===== src/rtl/adc_spi_cfg.sv =====
// ADC configuration controller: Avalon-MM register slave driving 3-wire SPI
// transactions (24-bit frames, shared SDIO with read-back) plus per-channel gain straps.
module adc_spi_cfg #(
    parameter int unsigned DATA_W  = 8,
    parameter int unsigned ADDR_W  = 13,
    parameter int unsigned CLK_DIV = 4,
    parameter int unsigned NUM_CH  = 2,
    parameter int unsigned GAIN_W  = 3
) (
    input  logic                     main_clk,
    input  logic                     reset_n,
    input  logic [3:0]               address,
    input  logic                     write,
    input  logic                     read,
    input  logic [DATA_W-1:0]        writedata,
    output logic [DATA_W-1:0]        readdata,
    output logic                     ADC_CSBn,
    output logic                     ADC_SCLK,
    output logic                     sdio_out,
    output logic                     sdio_oe,
    input  logic                     sdio_in,
    output logic [NUM_CH*GAIN_W-1:0] ch_gain
);

    localparam int unsigned    DivW     = (CLK_DIV > 1) ? $clog2(CLK_DIV) : 1;
    localparam logic [DivW-1:0] DivLast = DivW'(CLK_DIV - 1);
    // Bits of the 13-bit instruction address field that are backed by storage
    localparam logic [12:0]    AddrMask = 13'((32'd1 << ADDR_W) - 32'd1);

    typedef enum logic [1:0] {StIdle, StSetup, StShift, StHold} state_e;

    state_e              state_q, state_d;
    logic [DivW-1:0]     div_q;
    logic [4:0]          fall_q;      // SCLK falling edges seen in this frame
    logic                sclk_q;
    logic                oe_q;
    logic                rnw_q;
    logic                done_q;
    logic [23:0]         shreg_q;
    logic [DATA_W-1:0]   rx_q;
    logic [DATA_W-1:0]   rdata_q;
    logic [DATA_W-1:0]   wdata_q;
    logic [12:0]         spi_addr_q;
    logic [DATA_W-1:0]   readdata_q;
    logic [DATA_W-1:0]   rd_mux;
    logic [GAIN_W-1:0]   gain_q [NUM_CH];

    logic div_end, busy, start, start_rd;

    assign div_end  = (div_q == DivLast);
    assign busy     = (state_q != StIdle);
    assign start    = write && (address == 4'd3) && !busy && (writedata[0] || writedata[1]);
    // Write wins when both start bits are set
    assign start_rd = !writedata[0];

    // FSM state register
    always_ff @(posedge main_clk) begin
        if (!reset_n) begin
            state_q <= StIdle;
        end else begin
            state_q <= state_d;
        end
    end

    // FSM next-state logic
    always_comb begin
        state_d = state_q;
        case (state_q)
            StIdle:  if (start) state_d = StSetup;
            StSetup: if (div_end) state_d = StShift;
            // Leave after the low half of the 24th SCLK period has elapsed
            StShift: if (div_end && !sclk_q && (fall_q == 5'd24)) state_d = StHold;
            StHold:  if (div_end) state_d = StIdle;
            default: state_d = StIdle;
        endcase
    end

    // FSM outputs
    always_comb begin
        ADC_CSBn = (state_q == StIdle);
        ADC_SCLK = sclk_q;
        sdio_oe  = oe_q;
        sdio_out = oe_q & shreg_q[23];
    end

    // Frame datapath: divider, SCLK, shift-out, read-back sampling, status
    always_ff @(posedge main_clk) begin
        if (!reset_n) begin
            div_q   <= '0;
            fall_q  <= '0;
            sclk_q  <= 1'b0;
            oe_q    <= 1'b0;
            rnw_q   <= 1'b0;
            done_q  <= 1'b0;
            shreg_q <= '0;
            rx_q    <= '0;
            rdata_q <= '0;
        end else begin
            case (state_q)
                StIdle: begin
                    div_q  <= '0;
                    fall_q <= '0;
                    sclk_q <= 1'b0;
                    if (start) begin
                        shreg_q <= {start_rd, 2'b00, spi_addr_q, wdata_q};
                        rnw_q   <= start_rd;
                        oe_q    <= 1'b1;
                        done_q  <= 1'b0;
                    end
                end
                StSetup: begin
                    div_q <= div_end ? '0 : div_q + 1'b1;
                    if (div_end) sclk_q <= 1'b1;
                end
                StShift: begin
                    div_q <= div_end ? '0 : div_q + 1'b1;
                    if (div_end) begin
                        if (sclk_q) begin
                            // Falling edge: present the next bit
                            sclk_q  <= 1'b0;
                            shreg_q <= {shreg_q[22:0], 1'b0};
                            fall_q  <= fall_q + 1'b1;
                            // Hand SDIO to the ADC after the 16th falling edge
                            if (rnw_q && (fall_q == 5'd15)) oe_q <= 1'b0;
                        end else if (fall_q != 5'd24) begin
                            sclk_q <= 1'b1;
                            // Rising edges 17..24 carry the read data byte
                            if (rnw_q && (fall_q >= 5'd16)) rx_q <= {rx_q[DATA_W-2:0], sdio_in};
                        end
                    end
                end
                StHold: begin
                    div_q <= div_end ? '0 : div_q + 1'b1;
                    if (div_end) begin
                        oe_q   <= 1'b0;
                        done_q <= 1'b1;
                        if (rnw_q) rdata_q <= rx_q;
                    end
                end
                default: ;
            endcase
        end
    end

    // SPI address and write-data registers, frozen while a frame is in flight
    always_ff @(posedge main_clk) begin
        if (!reset_n) begin
            spi_addr_q <= '0;
            wdata_q    <= '0;
        end else if (write && !busy) begin
            case (address)
                4'd0: spi_addr_q <= {spi_addr_q[12:8], writedata[7:0]} & AddrMask;
                4'd1: spi_addr_q <= {writedata[4:0], spi_addr_q[7:0]} & AddrMask;
                4'd2: wdata_q    <= writedata;
                default: ;
            endcase
        end
    end

    // Gain code registers, writable at any time
    always_ff @(posedge main_clk) begin
        if (!reset_n) begin
            for (int k = 0; k < int'(NUM_CH); k++) gain_q[k] <= '0;
        end else if (write) begin
            for (int k = 0; k < int'(NUM_CH); k++) begin
                if (address == 4'(5 + k)) gain_q[k] <= writedata[GAIN_W-1:0];
            end
        end
    end

    // Read mux
    always_comb begin
        rd_mux = '0;
        case (address)
            4'd0: rd_mux = DATA_W'(spi_addr_q[7:0]);
            4'd1: rd_mux = DATA_W'(spi_addr_q[12:8]);
            4'd2: rd_mux = wdata_q;
            4'd3: rd_mux = DATA_W'({busy, done_q});
            4'd4: rd_mux = rdata_q;
            default: begin
                for (int k = 0; k < int'(NUM_CH); k++) begin
                    if (address == 4'(5 + k)) rd_mux = DATA_W'(gain_q[k]);
                end
            end
        endcase
    end

    // Registered read data, one cycle of latency
    always_ff @(posedge main_clk) begin
        if (!reset_n) begin
            readdata_q <= '0;
        end else if (read) begin
            readdata_q <= rd_mux;
        end
    end

    assign readdata = readdata_q;

    // Pack gain codes onto the strap bus
    always_comb begin
        ch_gain = '0;
        for (int k = 0; k < int'(NUM_CH); k++) ch_gain[k*GAIN_W +: GAIN_W] = gain_q[k];
    end

endmodule

===== config.mk =====
export PLATFORM = sky130hd
export DESIGN_NAME = adc_spi_cfg
export DESIGN_NICKNAME = d
export VERILOG_FILES = /design/src/rtl/adc_spi_cfg.sv
export SDC_FILE = /design/constraint.sdc
export NUM_CORES = 1
export LEC_CHECK = 0
export ABC_AREA = 1
export CORE_MARGIN = 5
export CORE_UTILIZATION = 55
export CTS_CLUSTER_SIZE = 10
export DETAILED_ROUTE_END_ITERATION = 10
export PLACE_DENSITY_LB_ADDON = 0.05
export SLEW_MARGIN = 10
export SYNTH_ARGS = -nofsm -noshare
export SYNTH_HDL_FRONTEND = slang
export SYNTH_SLANG_ARGS = --single-unit

===== constraint.sdc =====
create_clock -name main_clk -period 5.7 [get_ports main_clk]
set_clock_uncertainty 0.1 [all_clocks]
set_input_delay 0.855 -clock main_clk [delete_from_list [all_inputs] [get_ports main_clk]]
set_output_delay 0.855 -clock main_clk [all_outputs]
set_load 0.02 [all_outputs]

**Word level (Yosys, flattened, before mapping)**

Memories as Yosys holds them, arrays and structs flattened.
Index checks and enable logic that the tools add are counted.

- Output and inout bits: 18
- ROM bits: 0
- RAM bits: 6
- Register bits: 82
- Memories kept: 1
- Logic and storage cells: 118
- Bits in latches: 0

Memories:

| name | words | bits a word | rd ports | clocked after memory_dff | wr ports | line | source |
|---|---|---|---|---|---|---|---|
| gain_q | 2 | 3 | 2 | 0 | 2 | 46 | `logic [GAIN_W-1:0] gain_q [NUM_CH];` |

- Magnitude comparators: 1
- Add/subtract/negate cells: 2
- Muxes and demuxes: 42
- Multiply operators: 0
- Equal/unequal tests: 20
- Reductions and logical operators: 32
- Shift-type cells: 0
- Divide/modulo/power cells: 0
- Bitwise operators: 6

Operator list:

| kind | count |
|---|---|
| 2-to-1 mux 24 bit | 3 |
| one-hot mux 24 bit (2 select lines) | 1 |
| one-hot mux 8 bit (5 select lines) | 1 |
| one-hot mux 13 bit (2 select lines) | 1 |
| 2-to-1 mux 1 bit | 19 |
| AND reduction 3 bit | 6 |
| == test 4 x 3 -> 1 bit, second input constant | 3 |
| inequality test 2 bit, second input constant | 6 |
| 2-to-1 mux 2 bit | 5 |
| 2-to-1 mux 5 bit | 2 |
| one-hot mux 5 bit (2 select lines) | 1 |
| 2-to-1 mux 3 bit | 3 |
| == test 4 x 2 -> 1 bit, second input constant | 2 |
| logical AND 1 bit | 8 |
| 2-to-1 mux 8 bit | 1 |
| one-hot mux 2 bit (4 select lines) | 1 |
| AND reduction 4 bit | 2 |
| == test 2 bit, second input constant | 3 |
| one-hot mux 1 bit (3 select lines) | 2 |
| AND reduction 6 bit | 1 |
| nonzero test 2 bit | 3 |
| nonzero test 3 bit | 2 |
| adder 5 x 1 -> 5 bit, second input constant | 1 |
| == test 5 x 4 -> 1 bit, second input constant | 1 |
| 19 further kinds | 25 |

**Longest topological paths before layout**

Gate-level depths: netlist (run 1).

- Word-level depth: 6
- Depth in mapped cells: 11

**Least setup slack after synthesis (run 1)**

No wires, ideal clock.

- Path type: input port to flip-flop
- From: in address[2]
- To: mem gain_q[0][0], enable pin
- Path slack: 3.513 ns
- Data arrival time: 1.743 ns
- Stages: 5
- Buffers on the path: 1
- Cell sequence: inv_1 > nor2_1 > buf_2 > nand2_1 > o21ai_0

RTL lines:

| what | line | source |
|---|---|---|
| start, declared | 12 | `input logic [3:0] address,` |
| end, declared | 46 |  |

**Final worst setup path (run 1)**

- From: in address[3]
- To: reg wdata_q[7]

- Cells in the longest elaborated chain, start to end: 2

Ends and longest elaborated chain:

| what | line | source |
|---|---|---|
| == test 4 x 2 -> 1 bit | 151 | `case (address)` |
| AND reduction 2 bit (no source line) | - |  |
| end signal, assigned | 154 | `4'd2: wdata_q <= writedata;` |
| end, declared | 42 | `logic [DATA_W-1:0] wdata_q;` |

Every way passes these cells.
A chain may end at the register's enable or synchronous reset.

==> summary.md, run 1 <==
| Metric | Value |
|---|---|
| Hold/Removal Path Class | reg2reg |
| Initial Util | 0.567 |
| Worst-path cell chain | clkdlybuf4s50_1 -> nor2_1 -> nand2_1 -> inv_1 -> nand2_1 -> o21ai_0 -> a21oi_1 |
| Delay-heaviest family, CP | simple AND/OR/NAND/NOR gates |
| Unrepaired setup endpoints after global routing | false |
| Post-synth design cell area | 0.00414 mm^2 |
| Startpoint Class | primary input |
| Grt ovf | 0 |
| Tightest Pin Transition | 0.934 ns |
| CP max stage delay | 0.64 ns |
| Core ar. | 0.00729 mm^2 |
| Yosys Warn Count | 0 |
| Via Count | 3816 |
| Die Y-Extent | 96.7 um |
| Antenna violation net count after detailed routing | 0 |
| Worst VDD drop | 0.249 mV |
| Worst r2r src | state_q[0] |
| DRC Markers | 0 |
| Vias/cell | 5.47 |
| CP max FO | 16 |
| GRT Total Usage | 0.210 |
| CTS H-tree depth | 3 |
| Fmax | 347 MHz |
| Commonest non-fill, non-tap cell in the layout | nand2_1 |
| Cts hold-fix bufs | 0 |
| Drt pass-1 iters | 4 |
| Die W | 96.7 um |
| Worst path required time | 5.82 ns |
| CP arrival | 3.00 ns |
| Vias in the first global route | 3465 |
| CP Launch Point | address[3] |
| Tcrit/Tclk final | 0.505 |
| I/O pin total | 35 |
| Setup TNS Final | 0 ns |
| Reg clk slew, reported paths | 0.09 ns |
| Cell count after synthesis | 576 |
| Outcome | completed |
| Layout Utilization | 0.643 |
| Post-synth ARST share | 0 |
| Hold path startpoint | div_q[0] |
| Clock root buffer | clkbuf_8 |
| CP Class | in2reg |
| Seq/Total Area, Yosys | 0.440 |
| Std cell rows | 31 |
| CP dominant cell by count | nand2_1 |
| Crit path buffers/inverters | 2 |
| Layout cells sized above 1 | 0.0467 |
| Synth-to-Final Area Change | 13.3% |
| Most used DFF post-synth | dfxtp_1 |
| Crit. End Element | register |
| Largest net degree at the start of global routing | 49 |
| Avg Inst Size Synth | 7.18 um^2 |
| CTS resizes | 0 |
| Initial antenna violation count | 0 |
| Syn Nets | 602 |
| Fin. Hold Viols | 0 |
| EDFF count, synth | 6 |
| Max cap viols | 0 |
| Slew HR | 0.375 |
| Avg WL per Cell | 14.3 um |
| Tot Pwr | 1.54 mW |
| Pleak | 1.78 nW |
| ANT cells | 0 |
| #FFs+latches synth | 88 |
| Critical path's slowest cell | nor2_1 |
| Detailed Route WL | 9.96 mm |
| Commonest cells after routing, fill and taps aside | nand2_1, dfxtp_1, a21oi_1, inv_1, nand3_1 |
| Global-route wire length before repair | 16.3 mm |
| # port buffers | 34 |
| Setup repair bufs after CTS | 0 |
| CTS tree | done |
| Post-synthesis cell type count | 26 |
| Worst-Skew Late Latency | 0.35 ns |
| CTS sink cnt | 88 |
| DPL Wire Length | 6.96 mm |
| NumNets Final | 621 |
| TritonCTS Buffers | 9 |
| Drt initial violations | 275 |
| Pwr dens | 328 mW/mm^2 |
| Gpl congestion | 0.815 |
| Final slew viol count | 0 |
| Final setup fails | 0 |
| Clk buf depth | 2 |
| Hold slack | 0.332 ns |
| Min cycle time layout | 2.88 ns |
| Area of the die | 0.00936 mm^2 |
==> Yosys cell counts, types with 4 or more instances <==
cell type  instances  area, um^2
a21oi_1           75         375
buf_4              4        30.0
dfxtp_1           82        1640
ha_1               9         113
nand2_1          118         443
nand3_1           57         285
nand3b_1           8        60.1
buf_2              8        40.0
nor3_1             5        25.0
a211oi_1           6        45.0
edfxtp_1           6         180
o21ai_0           54         270
nor2_1            46         173
inv_1             61         229
nand4_1            5        31.3
clkbuf_1          14        52.6
==> layer usage <==
metal  track usage  share of wire
met4         0.113          0.036
met3        0.0504          0.057
met1         0.263           0.45
met5             0              0
met2         0.331           0.46
==> sequential cells by signal (all words and copies together) (netlist names) <==
| register | count |
|---|---|
| fall_q | 5 |
| shreg_q | 24 |
| sdio_oe | 1 |
| rnw_q | 1 |
| rx_q | 8 |
| gain_q | 6 |
| div_q | 2 |
| state_q | 2 |
| rdata_q | 8 |
| done_q | 1 |
| spi_addr_q | 13 |
| readdata | 8 |
| ADC_SCLK | 1 |
| wdata_q | 8 |
==> worst paths after layout <==
check / to / slack, ns / cells past startpoint
max: wdata_q[7] / 2.82 / 7
min: div_q[0] / 0.33 / 1
max reg2reg: shreg_q[22] / 2.91 / 11
min reg2reg: div_q[0] / 0.33 / 1
==> cell type report <==
class / instances / area, um^2
inverter: 64 / 240
sequential: 88 / 1820
clock inverter: 5 / 81.3
timing repair buffer: 37 / 363
fill: 703 / 2610
multi-input combinational: 395 / 1920
tap: 99 / 124
clock buffer: 10 / 138
==> cells by family (layout without fill, tap and decap cells) <==
family | after synthesis | after routing | share of synthesized area
buffers and inverters | 93 | 116 | 0.0959
AND/OR/NAND/NOR | 247 | 247 | 0.263
adder cells (fa/ha/maj) | 9 | 9 | 0.0272
flip-flops | 88 | 88 | 0.440
AO/OA/AOI/OAI | 139 | 139 | 0.174
==> stage by stage <==
step | setup WS [ns] | instance area [um^2] | std cells
final | 2.82 | 4690 | 698
after global routing | 2.64 | 4690 | 698
after CTS | 2.89 | 4690 | 698
after detailed placement | 2.52 | 4470 | 683
after global placement | 2.59 | 4470 | 683
after floorplan | 3.51 | 4140 | 576
==> report_power, final <==
group | switching [mW] | internal, mW
sequential | 0.0260 | 0.659
clock | 0.217 | 0.257
combinational | 0.270 | 0.107
Note: power is estimated with default switching activity, not from simulation.
==> run 2: changes to the inputs <==
==> constraint.sdc (replaced) <==
create_clock -name main_clk -period 2.7 [get_ports main_clk]
set_clock_uncertainty 0.1 [all_clocks]
set_input_delay 0.405 -clock main_clk [delete_from_list [all_inputs] [get_ports main_clk]]
set_output_delay 0.405 -clock main_clk [all_outputs]
set_load 0.02 [all_outputs]
==> run 2 against run 1 <==
Effect of this change:
- via count down 0.86%
- worst setup slack worse by 2.5 ns
- core utilization up 1.2 points
- critical path type is now reg2reg
- largest power group unchanged
- highest routed layer unchanged
==> summary.md, run 2 (synthesis gave the netlist of run 1 again) <==
| Metric | Value |
|---|---|
| Gpl congestion | 0.938 (was 0.815) |
| Fmax | 426 MHz |
| Detailed Route WL | 10.0 mm (was 9.96 mm) |
| Crit path to | shreg_q[14] (was wdata_q[7]) |
| ANT cells | 0 (unchanged) |
| Placed cell count | 691 (was 683) |
| CP arrival | 2.53 ns (was 3.00 ns) |
| Outcome | completed (unchanged) |
| DPL Wire Length | 7.24 mm (was 6.96 mm) |
| Unrepaired setup endpoints after global routing | false (unchanged) |
| Antenna violation net count after detailed routing | 0 (unchanged) |
| Pleak | 1.84 nW (was 1.78 nW) |
| CP Launch Point | state_q[0] (was address[3]) |
| Std cell rows | 31 (unchanged) |
| CP Class | reg2reg (was in2reg) |
| Largest net degree at the start of global routing | 47 (was 49) |
| Grt ovf | 0 (unchanged) |
| Die Y-Extent | 96.7 um (unchanged) |
| Slew HR | 0.619 (was 0.375) |
| CTS H-tree depth | 3 (unchanged) |
| Commonest cells after routing, fill and taps aside | nand2_1, dfxtp_1, a21oi_1, inv_1, nand3_1 (unchanged) |
| Max cap viols | 0 (unchanged) |
| FF-to-FF path depth | 9 (was 11) |
| Pwr dens | 707 mW/mm^2 (was 328 mW/mm^2) |
| Final Worst Setup Slack | 0.352 ns (was 2.82 ns) |
| Tcrit/Tclk final | 0.870 |
| Layout cells sized above 1 | 0.0592 (was 0.0467) |
| Sequential share of power | 0.428 (was 0.446) |
| Avg WL per Cell | 14.2 um (was 14.3 um) |
| Setup repair bufs after CTS | 0 (unchanged) |
| Die W | 96.7 um (unchanged) |
| Final slew viol count | 0 (unchanged) |
| Worst path required time | 2.89 ns (was 5.82 ns) |
| Final std cells w/o fill | 707 (was 698) |
| Hold/Removal Path Class | reg2reg (unchanged) |
| CTS sink cnt | 88 (unchanged) |
| Drt initial violations | 276 (was 275) |
| Sw frac | 0.333 (was 0.334) |
| # port buffers | 34 (unchanged) |
| Min cycle time layout | 2.35 ns |
| CTS tree | done (unchanged) |
| Tot Pwr | 3.38 mW (was 1.54 mW) |
| Largest regs | shreg_q x24, spi_addr_q x13 (unchanged) |
| NumNets Final | 629 (was 621) |
| Reg clk slew, reported paths | 0.08 ns (was 0.09 ns) |
| Synth-to-Final Area Change | 15.5% (was 13.3%) |
| I/O pin total | 35 (unchanged) |
| Clock root buffer | clkbuf_8 (unchanged) |
| Initial Util | 0.567 (unchanged) |
| Top reg by flops | shreg_q (unchanged) |
| Switching pwr | 1.12 mW (was 513 uW) |
| Setup WS pre-CTS | 0.194 ns (was 2.52 ns) |
| Startpoint Class | register (was primary input) |
| Final setup fails | 0 (unchanged) |
| Clk buf depth | 2 (unchanged) |
| Crit. End Element | register (unchanged) |
| Core ar. | 0.00729 mm^2 (unchanged) |
| Worst VDD drop | 0.451 mV (was 0.249 mV) |
| Reg2reg end | shreg_q[14] (was shreg_q[22]) |
| Area of the die | 0.00936 mm^2 (unchanged) |
| CP max FO | 29 (was 16) |
| Via Count | 3783 (was 3816) |
| P_int | 2.25 mW (was 1.02 mW) |
| Max reg flops | 24 (unchanged) |
| DRC Markers | 0 (unchanged) |
| Vias/cell | 5.35 (was 5.47) |
| GRT Total Usage | 0.215 (was 0.210) |
| Tightest Pin Transition | 0.566 ns (was 0.934 ns) |
| Reg2Reg Setup Slack | 0.35 ns (was 2.91 ns) |
| Worst-Skew Late Latency | 0.36 ns (was 0.35 ns) |
| Fin. Hold Viols | 0 (unchanged) |
| Worst r2r src | state_q[0] (unchanged) |
| TritonCTS Buffers | 9 (unchanged) |
| Clock power share | 0.328 (was 0.308) |
| Vias in the first global route | 3514 (was 3465) |
| Global-route wire length before repair | 16.8 mm (was 16.3 mm) |
| Initial antenna violation count | 0 (unchanged) |
| Drt pass-1 iters | 4 (unchanged) |
| Comb power frac | 0.244 (was 0.246) |
| Commonest non-fill, non-tap cell in the layout | nand2_1 (unchanged) |
| Setup TNS Final | 0 ns (unchanged) |
==> run 2: changes by cell type in the layout (fill, tap and decap cells not counted), sizes merged <==
| cell | delta |
|---|---|
| buf | +8 |
| bufinv | +1 |
| clkbuf | -1 |
| clkinv | +2 |
| clkinvlp | -1 |
==> run 2: worst max-delay path, stage by stage, from the launching register on <==
cell,delay (ns)
dfxtp_1,0.41
inv_1,0.09
ha_1,0.31
nor2_1,0.17
inv_1,0.07
nand2_2,0.15
clkinv_2,0.37
nand2_4,0.38
nand2_1,0.08
a21oi_1,0.15
==> run 2: worst min-delay path by stage <==
| stage | start | end | slack, ns | cells past startpoint |
|---|---|---|---|---|
| final | div_q[0] | div_q[0] | 0.33 | 1 |
| after floorplan | div_q[0] | div_q[0] | 0.30 | 1 |
| after global placement | div_q[0] | div_q[0] | 0.31 | 1 |
| after global routing | div_q[0] | div_q[0] | 0.36 | 1 |
| after detailed placement | div_q[0] | div_q[0] | 0.32 | 1 |
| after CTS | div_q[0] | div_q[0] | 0.33 | 1 |
==> run 2: cell type report <==
cell class / count / area [um^2]
Fill cell: 698 / 2510
Multi-Input combinational cell: 395 / 1920
Sequential cell: 88 / 1820
Timing Repair Buffer: 45 / 423
Inverter: 64 / 241
Clock buffer: 9 / 124
Tap cell: 99 / 124
Clock inverter: 7 / 119
==> run 2: through the flow <==
step / area [um^2] / util / hold slack, ns
finish: 4780 / 0.655 / 0.330
global route: 4780 / 0.655 / 0.357
detailed placement: 4530 / 0.621 / 0.317
global placement: 4530 / 0.621 / 0.307
CTS: 4770 / 0.654 / 0.330
floorplan: 4140 / - / 0.298
==> run 2: power by group through the flow <==
stage / Sequential [mW] / Combinational [mW] / Clock (mW)
2_1_floorplan: 1.48 / 0.635 / 0
6_report: 1.44 / 0.824 / 1.11
5_1_grt: 1.46 / 0.924 / 1.18
3_3_place_gp: 1.47 / 0.791 / 0
4_1_cts: 1.44 / 0.816 / 1.12
3_5_place_dp: 1.47 / 0.808 / 0
==> run 2: routing by layer <==
metal / wire (um) / vias to the layer above / part of all wire / track usage
met3: 453 / 16 / 0.045 / 0.0482
met1: 4570 / 1727 / 0.46 / 0.280
met4: 223 / 0 / 0.022 / 0.0724
li1: - / 1951 / - / -
met5: 0 / - / 0 / 0
met2: 4790 / 89 / 0.48 / 0.353
==> run 2: repair_timing <==
action / CTS / global route
resized for setup: 0 / 2
endpoints found under the setup margin: 0 / 1
hold buffers: 0 / 0
==> run 3: changes to the inputs <==
--- a/config.mk
+++ b/config.mk
@@ -10,6 +10,7 @@
 export CORE_UTILIZATION = 55
 export CTS_CLUSTER_SIZE = 10
 export DETAILED_ROUTE_END_ITERATION = 10
+export GPL_TIMING_DRIVEN = 0
 export PLACE_DENSITY_LB_ADDON = 0.05
 export SLEW_MARGIN = 10
 export SYNTH_ARGS = -nofsm -noshare
==> run 3 against run 2 <==
Effect of this change:
- combinational power rose by 12%
- sequential power about the same
- global-route usage is 0.67 points higher
- routed wire length up 4.6%
- non-clock buffer count is 17 higher
- sequential cell count unchanged
- via count increased by 4.5%
- register-to-register slack better by 0.23 ns
==> summary.md, run 3 (synthesis gave the netlist of run 1 again) <==
| Metric | Value |
|---|---|
| Outcome | completed (unchanged) |
| CTS resizes | 0 (unchanged) |
| Std cell rows | 31 (unchanged) |
| DRC Markers | 0 (unchanged) |
| Final setup fails | 0 (unchanged) |
| Pleak | 1.84 nW (about the same) |
| Worst path required time | 2.19 ns (was 2.89 ns) |
| CTS H-tree depth | 3 (unchanged) |
| NumNets Final | 646 (was 629) |
| Die Y-Extent | 96.7 um (unchanged) |
| Final slew viol count | 0 (unchanged) |
| Setup repair bufs after CTS | 0 (unchanged) |
| # port buffers | 33 (was 34) |
| Largest net degree at the start of global routing | 15 (was 47) |
| GRT Total Usage | 0.222 (was 0.215) |
| I/O pin total | 35 (unchanged) |
| Hold slack | 0.340 ns (was 0.330 ns) |
| Met2 usage in global routing | 0.357 (was 0.353) |
| Unrepaired setup endpoints after global routing | false (unchanged) |
| Cts hold-fix bufs | 0 (unchanged) |
| CTS tree | done (unchanged) |
| Tot Pwr | 3.36 mW (was 3.38 mW) |
| Detailed Route WL | 10.5 mm (was 10.0 mm) |
| Die W | 96.7 um (unchanged) |
| DPL Wire Length | 7.80 mm (was 7.24 mm) |
| Placed cell count | 708 (was 691) |
| Fin. Hold Viols | 0 (unchanged) |
| CP arrival | 1.86 ns (was 2.53 ns) |
| Vias/cell | 5.46 (was 5.35) |
| TritonCTS Buffers | 9 (unchanged) |
| Fmax | 422 MHz (was 426 MHz) |
| Core ar. | 0.00729 mm^2 (unchanged) |
| Drt initial violations | 291 (was 276) |
| Avg WL per Cell | 14.5 um (was 14.2 um) |
| Initial Util | 0.567 (unchanged) |
| Crit. End Element | output port (was register) |
| Global-route wire length before repair | 17.3 mm (was 16.8 mm) |
| ANT cells | 0 (unchanged) |
| Grt met1 use | 0.288 (was 0.280) |
| Tightest Pin Transition | 0.637 ns (was 0.566 ns) |
| Tcrit/Tclk final | 0.877 (was 0.870) |
| Initial antenna violation count | 0 (unchanged) |
| Critical path's slowest cell | clkdlybuf4s50_1 (was dfxtp_1) |
| GR met3 Demand/Resource | 0.0381 (was 0.0482) |
| Hold/Removal Path Class | reg2reg (unchanged) |
| Startpoint Class | register (unchanged) |
| Busiest layer in global routing | met2 (unchanged) |
| Setup TNS Final | 0 ns (unchanged) |
| CP Class | reg2out (was reg2reg) |
| Area of the die | 0.00936 mm^2 (unchanged) |
| Reg clk slew, reported paths | 0.08 ns (about the same) |
| Final std cells w/o fill | 724 (was 707) |
| Max cap viols | 0 (unchanged) |
| Slew HR | 0.576 (was 0.619) |
| Via Count | 3953 (was 3783) |
| Clk buf depth | 2 (unchanged) |
| Clock root buffer | clkbuf_8 (unchanged) |
| Delay-heaviest family, CP | buffers and inverters (was simple AND/OR/NAND/NOR gates) |
| Layout cells sized above 1 | 0.0608 (was 0.0592) |
| Worst VDD drop | 0.392 mV (was 0.451 mV) |
| Worst-path cell chain | inv_1 -> ha_1 -> clkdlybuf4s50_1 (was inv_1 -> ha_1 -> nor2_1 -> inv_1 -> nand2_2 -> clkinv_2 -> nand2_4 -> nand2_1 -> a21oi_1) |
| Antenna violation net count after detailed routing | 0 (unchanged) |
| CP max stage delay | 0.67 ns (was 0.41 ns) |
| CTS sink cnt | 88 (unchanged) |
| Min cycle time layout | 2.37 ns (was 2.35 ns) |
| Worst-Skew Late Latency | 0.36 ns (about the same) |
| Reg2Reg Setup Slack | 0.58 ns (was 0.35 ns) |
| Commonest cells after routing, fill and taps aside | nand2_1, dfxtp_1, a21oi_1, inv_1, nand3_1 (unchanged) |
| Synth-to-Final Area Change | 16.1% (was 15.5%) |
| Gpl congestion | 0.892 (was 0.938) |
| Largest regs | shreg_q x24, spi_addr_q x13 (unchanged) |
| Crit path buffers/inverters | 2 (was 3) |
| Top reg by flops | shreg_q (unchanged) |
| Layout Utilization | 0.659 (was 0.655) |
| Pwr dens | 700 mW/mm^2 (was 707 mW/mm^2) |
| CP max FO | 6 (was 29) |
| Vias in the first global route | 3686 (was 3514) |
| Grt ovf | 0 (unchanged) |
| Drt pass-1 iters | 5 (was 4) |
| Commonest non-fill, non-tap cell in the layout | nand2_1 (unchanged) |
| Max reg flops | 24 (unchanged) |
-- run 3: power by group --
part	switching, mW	internal, mW	total, mW
registers	0.0557	1.39	1.45
clock network	0.473	0.523	0.996
logic	0.613	0.310	0.922
-- run 3: cell type report --
| class | count | area, um^2 |
|---|---|---|
| inverters | 64 | 240 |
| well taps | 99 | 124 |
| plain buffers | 29 | 156 |
| fillers | 696 | 2490 |
| clock buffers | 11 | 131 |
| repair buffers | 33 | 330 |
| flip-flops and latches | 88 | 1820 |
| clock inverters | 5 | 80.1 |
| multi-input cells | 395 | 1920 |
-- run 3: per-stage QoR --
step	worst slack, ns	area, um^2
2_1_floorplan	0.855	4140
3_5_place_dp	0.136	4590
3_3_place_gp	0.163	4590
4_1_cts	0.348	4800
5_1_grt	0.283	4800
6_report	0.332	4800
-- run 3: final timing paths --
check	from	endpoint	depth (start not counted)
setup / recovery	state_q[1]	ADC_CSBn	3
hold / removal	div_q[0]	div_q[0]	1
setup reg to reg	state_q[0]	fall_q[4]	11
hold reg to reg	div_q[0]	div_q[0]	1
-- run 3: metal layers --
| metal | vias to the layer above | share of wire | routed length [um] |
|---|---|---|---|
| met1 | 1817 | 0.45 | 4710 |
| met5 | - | 0 | 0 |
| met3 | 29 | 0.059 | 620 |
| met4 | 0 | 0.029 | 308 |
| met2 | 126 | 0.46 | 4870 |
| li1 | 1981 | - | - |
